$ cat src/rtl/counter_arbiter.sv
// counter_arbiter: round-robin arbiter sharing one WIDTH-bit counter among N_REQ requesters
// Ports: clk, rstn (async active-low); req/op/load_data per requester;
//   gnt/gnt_id combinational one-hot grant and its index; count_reg, ovf registered.
// Build option: define COUNTER_ARBITER_SATURATE_EN to saturate instead of wrapping.
module counter_arbiter #(
  parameter int WIDTH = 8,
  parameter int N_REQ = 4
) (
  input  logic                       clk,
  input  logic                       rstn,
  input  logic [N_REQ-1:0]           req,
  input  logic [2*N_REQ-1:0]         op,
  input  logic [WIDTH*N_REQ-1:0]     load_data,
  output logic [N_REQ-1:0]           gnt,
  output logic [$clog2(N_REQ)-1:0]   gnt_id,
  output logic [WIDTH-1:0]           count_reg,
  output logic                       ovf
);
  localparam int IDW = $clog2(N_REQ);
  localparam logic [IDW:0] NR = (IDW+1)'(N_REQ);
  typedef enum logic [1:0] {OP_INCR, OP_DECR, OP_CLEAR, OP_LOAD} op_e;
`ifdef COUNTER_ARBITER_SATURATE_EN
  localparam bit SAT = 1'b1;
`else
  localparam bit SAT = 1'b0;
`endif
  logic [IDW-1:0]   ptr_q, ptr_d;
  logic [WIDTH-1:0] count_q, count_d;
  logic             ovf_q, ovf_d;
  logic [IDW:0]     sum;
  logic             found;
  op_e              op_sel;
  logic [WIDTH-1:0] ld;
  // scan from the pointer upward, wrapping at N_REQ; reset masks every grant
  always_comb begin
    gnt    = '0;
    gnt_id = '0;
    found  = 1'b0;
    sum    = '0;
    for (int k = 0; k < N_REQ; k++) begin
      sum = {1'b0, ptr_q} + (IDW+1)'(k);
      sum = (sum >= NR) ? sum - NR : sum;
      if (!found && rstn && req[sum[IDW-1:0]]) begin
        found                = 1'b1;
        gnt[sum[IDW-1:0]]    = 1'b1;
        gnt_id               = sum[IDW-1:0];
      end
    end
  end
  always_comb begin
    op_sel  = op_e'(op[2*gnt_id +: 2]);
    ld      = load_data[WIDTH*gnt_id +: WIDTH];
    count_d = count_q;
    ovf_d   = 1'b0;
    ptr_d   = ptr_q;
    if (found) begin
      ptr_d = (gnt_id == IDW'(N_REQ-1)) ? '0 : gnt_id + 1'b1;
      case (op_sel)
        OP_INCR: begin
          ovf_d   = &count_q;
          count_d = (SAT && ovf_d) ? count_q : count_q + 1'b1;
        end
        OP_DECR: begin
          ovf_d   = ~|count_q;
          count_d = (SAT && ovf_d) ? count_q : count_q - 1'b1;
        end
        OP_CLEAR: count_d = '0;
        default:  count_d = ld;
      endcase
    end
  end
  always_ff @(posedge clk or negedge rstn) begin
    if (!rstn) begin
      ptr_q   <= '0;
      count_q <= '0;
      ovf_q   <= 1'b0;
    end else begin
      ptr_q   <= ptr_d;
      count_q <= count_d;
      ovf_q   <= ovf_d;
    end
  end
  assign count_reg = count_q;
  assign ovf       = ovf_q;
endmodule

$ cat config.mk
export PLATFORM = sky130hd
export DESIGN_NAME = counter_arbiter
export DESIGN_NICKNAME = d
export VERILOG_FILES = /design/src/rtl/counter_arbiter.sv
export SDC_FILE = /design/constraint.sdc
export NUM_CORES = 1
export LEC_CHECK = 0
export BUFFER_PORTS_ARGS = -buffer_cell sky130_fd_sc_hd__buf_4
export CAP_MARGIN = 30
export CORE_MARGIN = 2
export CORE_UTILIZATION = 45
export CTS_BUF_LIST = sky130_fd_sc_hd__clkbuf_4 sky130_fd_sc_hd__clkbuf_8 sky130_fd_sc_hd__clkbuf_16
export DETAILED_ROUTE_END_ITERATION = 8
export GPL_ROUTABILITY_DRIVEN = 0
export PLACE_DENSITY = 0.87
export SLEW_MARGIN = 20
export SYNTH_ARGS = -nofsm -noshare
export SYNTH_HDL_FRONTEND = slang
export SYNTH_SLANG_ARGS = --single-unit
$ cat constraint.sdc
create_clock -name clk -period 4.58 [get_ports clk]
set_input_delay 0.229 -clock clk [delete_from_list [all_inputs] [get_ports clk]]
set_output_delay 0.229 -clock clk [all_outputs]
set_load 0.05 [all_outputs]
* Yosys cells after proc, flatten, opt, wreduce, memory -nomap -nowiden
Index checks and enable logic that the tools add are counted.
** Operators by class
- Eq/ne operators :: 3
- Shift-type cells :: 2
- Multiplexer cells :: 36
- Add/sub/neg operators :: 10
- Bitwise operators :: 3
- Magnitude comparators :: 12
- Reduce and logical (&&, ||, !) cells :: 18
** Operators with widths (count)
- 32-bit by 6-bit variable part select with 8-bit output :: 1
- 8-bit one-hot mux with 3 select lines :: 1
- 2-bit 2-to-1 mux :: 9
- 4-bit 2-to-1 mux :: 4
- 1-bit 2-to-1 mux :: 13
- 2-bit by 3-bit < comparator with 1-bit output (second input constant) :: 4
- 4-bit bitwise OR :: 3
- 1-bit logical AND :: 11
- 3-bit greater-or-equal comparator (second input constant) :: 3
- 8-bit by 1-bit adder with 8-bit output (second input constant) :: 1
- 1-bit binary-select mux with 2-bit select :: 4
- 1-bit demux with 2-bit select :: 4
- 2-bit by 1-bit greater-or-equal comparator with 1-bit output (second input constant) :: 4
- 8-bit AND reduction :: 1
- 8-bit OR reduction :: 1
- 8-bit by 4-bit variable part select with 2-bit output :: 1
- 2-bit by 1-bit subtractor with 2-bit output (second input constant) :: 4
- 8-bit by 1-bit subtractor with 8-bit output (second input constant) :: 1
- 2-bit by 2-bit adder with 3-bit output (second input constant) :: 2
- 2-bit == test (second input constant) :: 2
- 1-bit zero test :: 4
- 2-bit by 1-bit adder with 3-bit output (second input constant) :: 1
- 2-bit by 3-bit greater-or-equal comparator with 1-bit output (second input constant) :: 1
- 2-bit by 1-bit adder with 2-bit output (second input constant) :: 1
- other kinds (3) :: 3
** Storage, ports and cells
- Bits in registers :: 11

* Logic depth before layout (Yosys ltp)
- Depth after elaboration :: 22
- Depth in mapped cells :: 20
- Depth with buffers taken out :: 17

* Worst setup path after synthesis
Ideal clock, no wire load.
- Path kind :: flip-flop to flip-flop
- From :: reg ptr_q[1]
- To :: reg count_q[6], in the netlist count_reg[6]
- Stages on the path, launching flop included :: 20
- Path slack :: 26 ps
- Data arrival time :: 4476 ps
- Required time :: 4502 ps
- Path buffers :: 3
- Path through :: dfrtp_1 > buf_2 > inv_1 > ha_1 > mux4_2 > o32ai_2 > o2bb2ai_2 > buf_6 > mux2i_1 > mux2i_4 > buf_2 > nor2_1 > xor2_1 > ha_1 > or3_1 > nor2_1 > o31ai_4 > nand4_1 > or3b_1 > a21oi_1
** On the way
- Word-level cells in the longest chain between the ends :: 21
- Elaborated cells on any way between the ends :: 47
** RTL lines
- from (decl) :: line 27 : logic [IDW-1:0] ptr_q, ptr_d;
- from (signal assigned) :: line 78 : ptr_q <= ptr_d;
- branches (longest 21 deep; another with 2-bit by 1-bit adder with 3-bit output)
- to (signal assigned) :: line 79 : count_q <= count_d;
- to (decl) :: line 28 : logic [WIDTH-1:0] count_q, count_d;
Several ways; the timed one is not identified. The select of a mux whose other input is x is not followed.
A chain may end at the register's enable or synchronous reset.

* Worst setup path after layout
Same ends and word-level chain as after synthesis.

==> results.json <==
{
  "cp.depth": 16,
  "cp_cell_sequence": "inv_1 > ha_2 > mux4_2 > o32ai_2 > o2bb2ai_4 > mux2i_1 > mux2_4 > nor2_2 > xor2_1 > ha_1 > or3_1 > nor2_1 > o31ai_4 > nand4_1 > or3b_1 > a21oi_1",
  "synth_edf_count": 0,
  "grt_pass1_wl_mm": 7.500,
  "largest_register_ffs": 8,
  "viasPerCell": 5.940,
  "reg2reg_slack_ps": 240,
  "ys_seq_elements": 11,
  "crit_path_start_kind": "flop",
  "synthArstFlopShare": 1.000,
  "cp_top_family": "simple AND/OR/NAND/NOR gates",
  "maxSlewHeadroom": 0.5350,
  "crit_slowest_cell": "mux4_2",
  "ctsHtreeMaxLevel": 1,
  "critPathRequiredTime_ps": 4780,
  "fmax_ghz": 0.2307,
  "cts.clk_slew.worst_paths_ps": 80,
  "max_stage_delay_ps": 580,
  "start_util": 0.4740,
  "post-place-cells": 293,
  "power.density_nw_per_um2": 916.9,
  "synth-seq-area-share": 0.1727,
  "die_w_um": 63.52,
  "via_count": 1770,
  "tightest_slew_ps": 678.1,
  "cts_made_buffers": 3,
  "ctsLongestPathBuffers": 2,
  "area_growth_syn_to_layout_pct": 35.01,
  "postSynthAreaPerCell_um2": 8.302,
  "setup_viol": 0,
  "drc": 0,
  "worstPathMaxFanout": 10,
  "overflow": 0,
  "fin_cells": 298,
  "nets": 306,
  "clock_skew_ps": 8.419,
  "leakagePower_nw": 0.9659,
  "antenna_left": 0,
  "wire_per_inst_um": 14.64,
  "synth_cell_types": 53,
  "fp.coreArea_um2": 3363,
  "die-area_um2": 4034,
  "post_dp_cell_area_um2": 2091,
  "syn-cell-area_um2": 1594,
  "drt-total-wl_mm": 4.364,
  "cp.arrival_ps": 4530,
  "final-hold-violation-count": 0,
  "layout-drive-gt1-share": 0.3810,
  "yosys_warnings": 0,
  "dr.pass1.iters": 4,
  "yosys.area.top_type": "dfrtp_1",
  "io_buffer_count": 60,
  "grt_use_total": 0.2255,
  "hold_path.class": "in -> async",
  "antenna_found_initial": 0,
  "cts-root-buf": "clkbuf_4",
  "cts_tree": "built",
  "io_pins": 61,
  "postCtsSetupBuffers": 0,
  "slew_viol_final": 0,
  "critPathBufInv": 1,
  "synth.area.top_cells": "dfrtp_1 (17%), mux2i_1 (8.2%), mux2_2 (6.4%)",
  "drt_iter0_markers": 137,
  "critPathCapture": "count_reg[6]",
  "grt_pass1_vias": 1795,
  "end_kind": "flop",
  "placementRows": 21,
  "r2r_start": "ptr_q[1]",
  "worst_skew_pair.late_latency_ps": 280,
  "timing.rr.end": "count_reg[6]",
  "synthCells": 192,
  "finalCriticalPeriod_ps": 4335,
  "cp-startpoint": "ptr_q[1]",
  "grt_max_degree": 24,
  "period_share": 0.9465,
  "netlist.area_leader.share": 0.1727,
  "peakVddDrop_uv": 494.0,
  "syn-num-nets": 245,
  "outcome": "completed",
  "reg2reg_depth": 16,
  "hpwl_mm": 3.353,
  "drv_cap": 0,
  "cts_sinks": 11,
  "fp.dieH_um": 63.52,
  "ys.flop_type": "dfrtp_1",
  "path_class": "reg -> reg",
  "n_antenna_cell": 0,
  "postLayoutCellArea_um2": 2152
}
## worst reg2reg max path: stages (launching register included)
cell and delay (ps):
dfrtp_1 350, inv_1 90, ha_2 400, mux4_2 580, o32ai_2 370, o2bb2ai_4 250
mux2i_1 150, mux2_4 360, nor2_2 190, xor2_1 100, ha_1 240, or3_1 360
nor2_1 200, o31ai_4 80, nand4_1 80, or3b_1 340, a21oi_1 130
## worst min path at each step
stage / cells after the start / end / slack [ps] / startpoint
3_5_place_dp: 1 / count_reg[3] / 120 / rstn
3_3_place_gp: 1 / count_reg[3] / 120 / rstn
4_1_cts: 2 / count_reg[3] / 360 / rstn
5_1_grt: 2 / count_reg[3] / 380 / rstn
6_report: 2 / count_reg[3] / 350 / rstn
2_1_floorplan: 0 / count_reg[0] / -70 / rstn
## what timing repair did
item	in CTS	in global routing
hold buffers	1	0
setup endpoints to repair	0	2
resized for setup	0	4
endpoints found under the hold margin	11	0
## layer usage
metal,up-vias,global-route usage,part of all wire
met4,0,0.07337,0.023
met5,-,0,0
met1,836,0.2497,0.40
met3,10,0.03929,0.049
met2,57,0.4289,0.53
li1,867,-,-
## final cells by class
class                   instances  area (um^2)
flip-flops and latches         11        275.3
inverters                       6        22.52
fillers                       309         1211
well taps                      46        57.56
repair buffers                 68        513.0
clock buffers                   4        30.03
multi-input cells             163         1254
## stage by stage
step | utilization | setup WS [ps] | total power [mW] | setup TNS, ps | hold slack, ps
2_1_floorplan | - | 26.43 | 1.508 | 0 | -66.59
3_3_place_gp | 0.6217 | 318.0 | 1.829 | 0 | 115.5
3_5_place_dp | 0.6217 | 120.4 | 1.860 | 0 | 117.5
4_1_cts | 0.6336 | 84.50 | 1.943 | 0 | 357.8
5_1_grt | 0.6399 | -8.219 | 2.142 | -8.219 | 379.2
6_report | 0.6399 | 244.9 | 1.973 | 0 | 352.6
## placed cells by master, fill, tap and decap left out, drive strengths merged, types with 4 or more instances in the layout
master / n
buf: 67
a21oi: 15
nor2: 14
mux2i: 14
dfrtp: 11
o21ai: 10
mux2: 10
nand2: 9
nand3: 9
nor3: 9
a22oi: 8
a31oi: 7
ha: 7
inv: 6
and2: 6
clkbuf: 4
## cells in the mapped netlist (all sizes together), types with 2 or more instances
cell type and instances:
a21oi 15, mux2i 14, nor2 14, dfrtp 11, mux2 10, o21ai 10
buf 9, nand2 9, nand3 9, nor3 9, a22oi 8, a31oi 7
ha 7, and2 6, inv 6, clkbuf 3, mux4 3, o21a 3
o31ai 3, or3 3, a211oi 2, a21o 2, a221oi 2, and2b 2
nand4 2, o211ai 2, o22ai 2, o32a 2, o32ai 2, xor2 2
## cells by family after synthesis
family                     Yosys count  synth area share
AOI/OAI and AO/OA                   67            0.3061
and+or+nand+nor                     59            0.1845
xor gates and xnor gates             3           0.01649
muxes                               27            0.2111
buffers and inverters               18           0.05416
adders and majority gates            7           0.05494
DFF                                 11            0.1727
## report_power, final
group	internal (mW)	leakage [nW]	switching, mW
sequential	0.146	0.135	0.0652
clock	0.0397	0.0184	0.0349
combinational	0.701	0.812	0.987
total	0.887	0.966	1.09
Note: power is estimated with default switching activity, not from simulation.
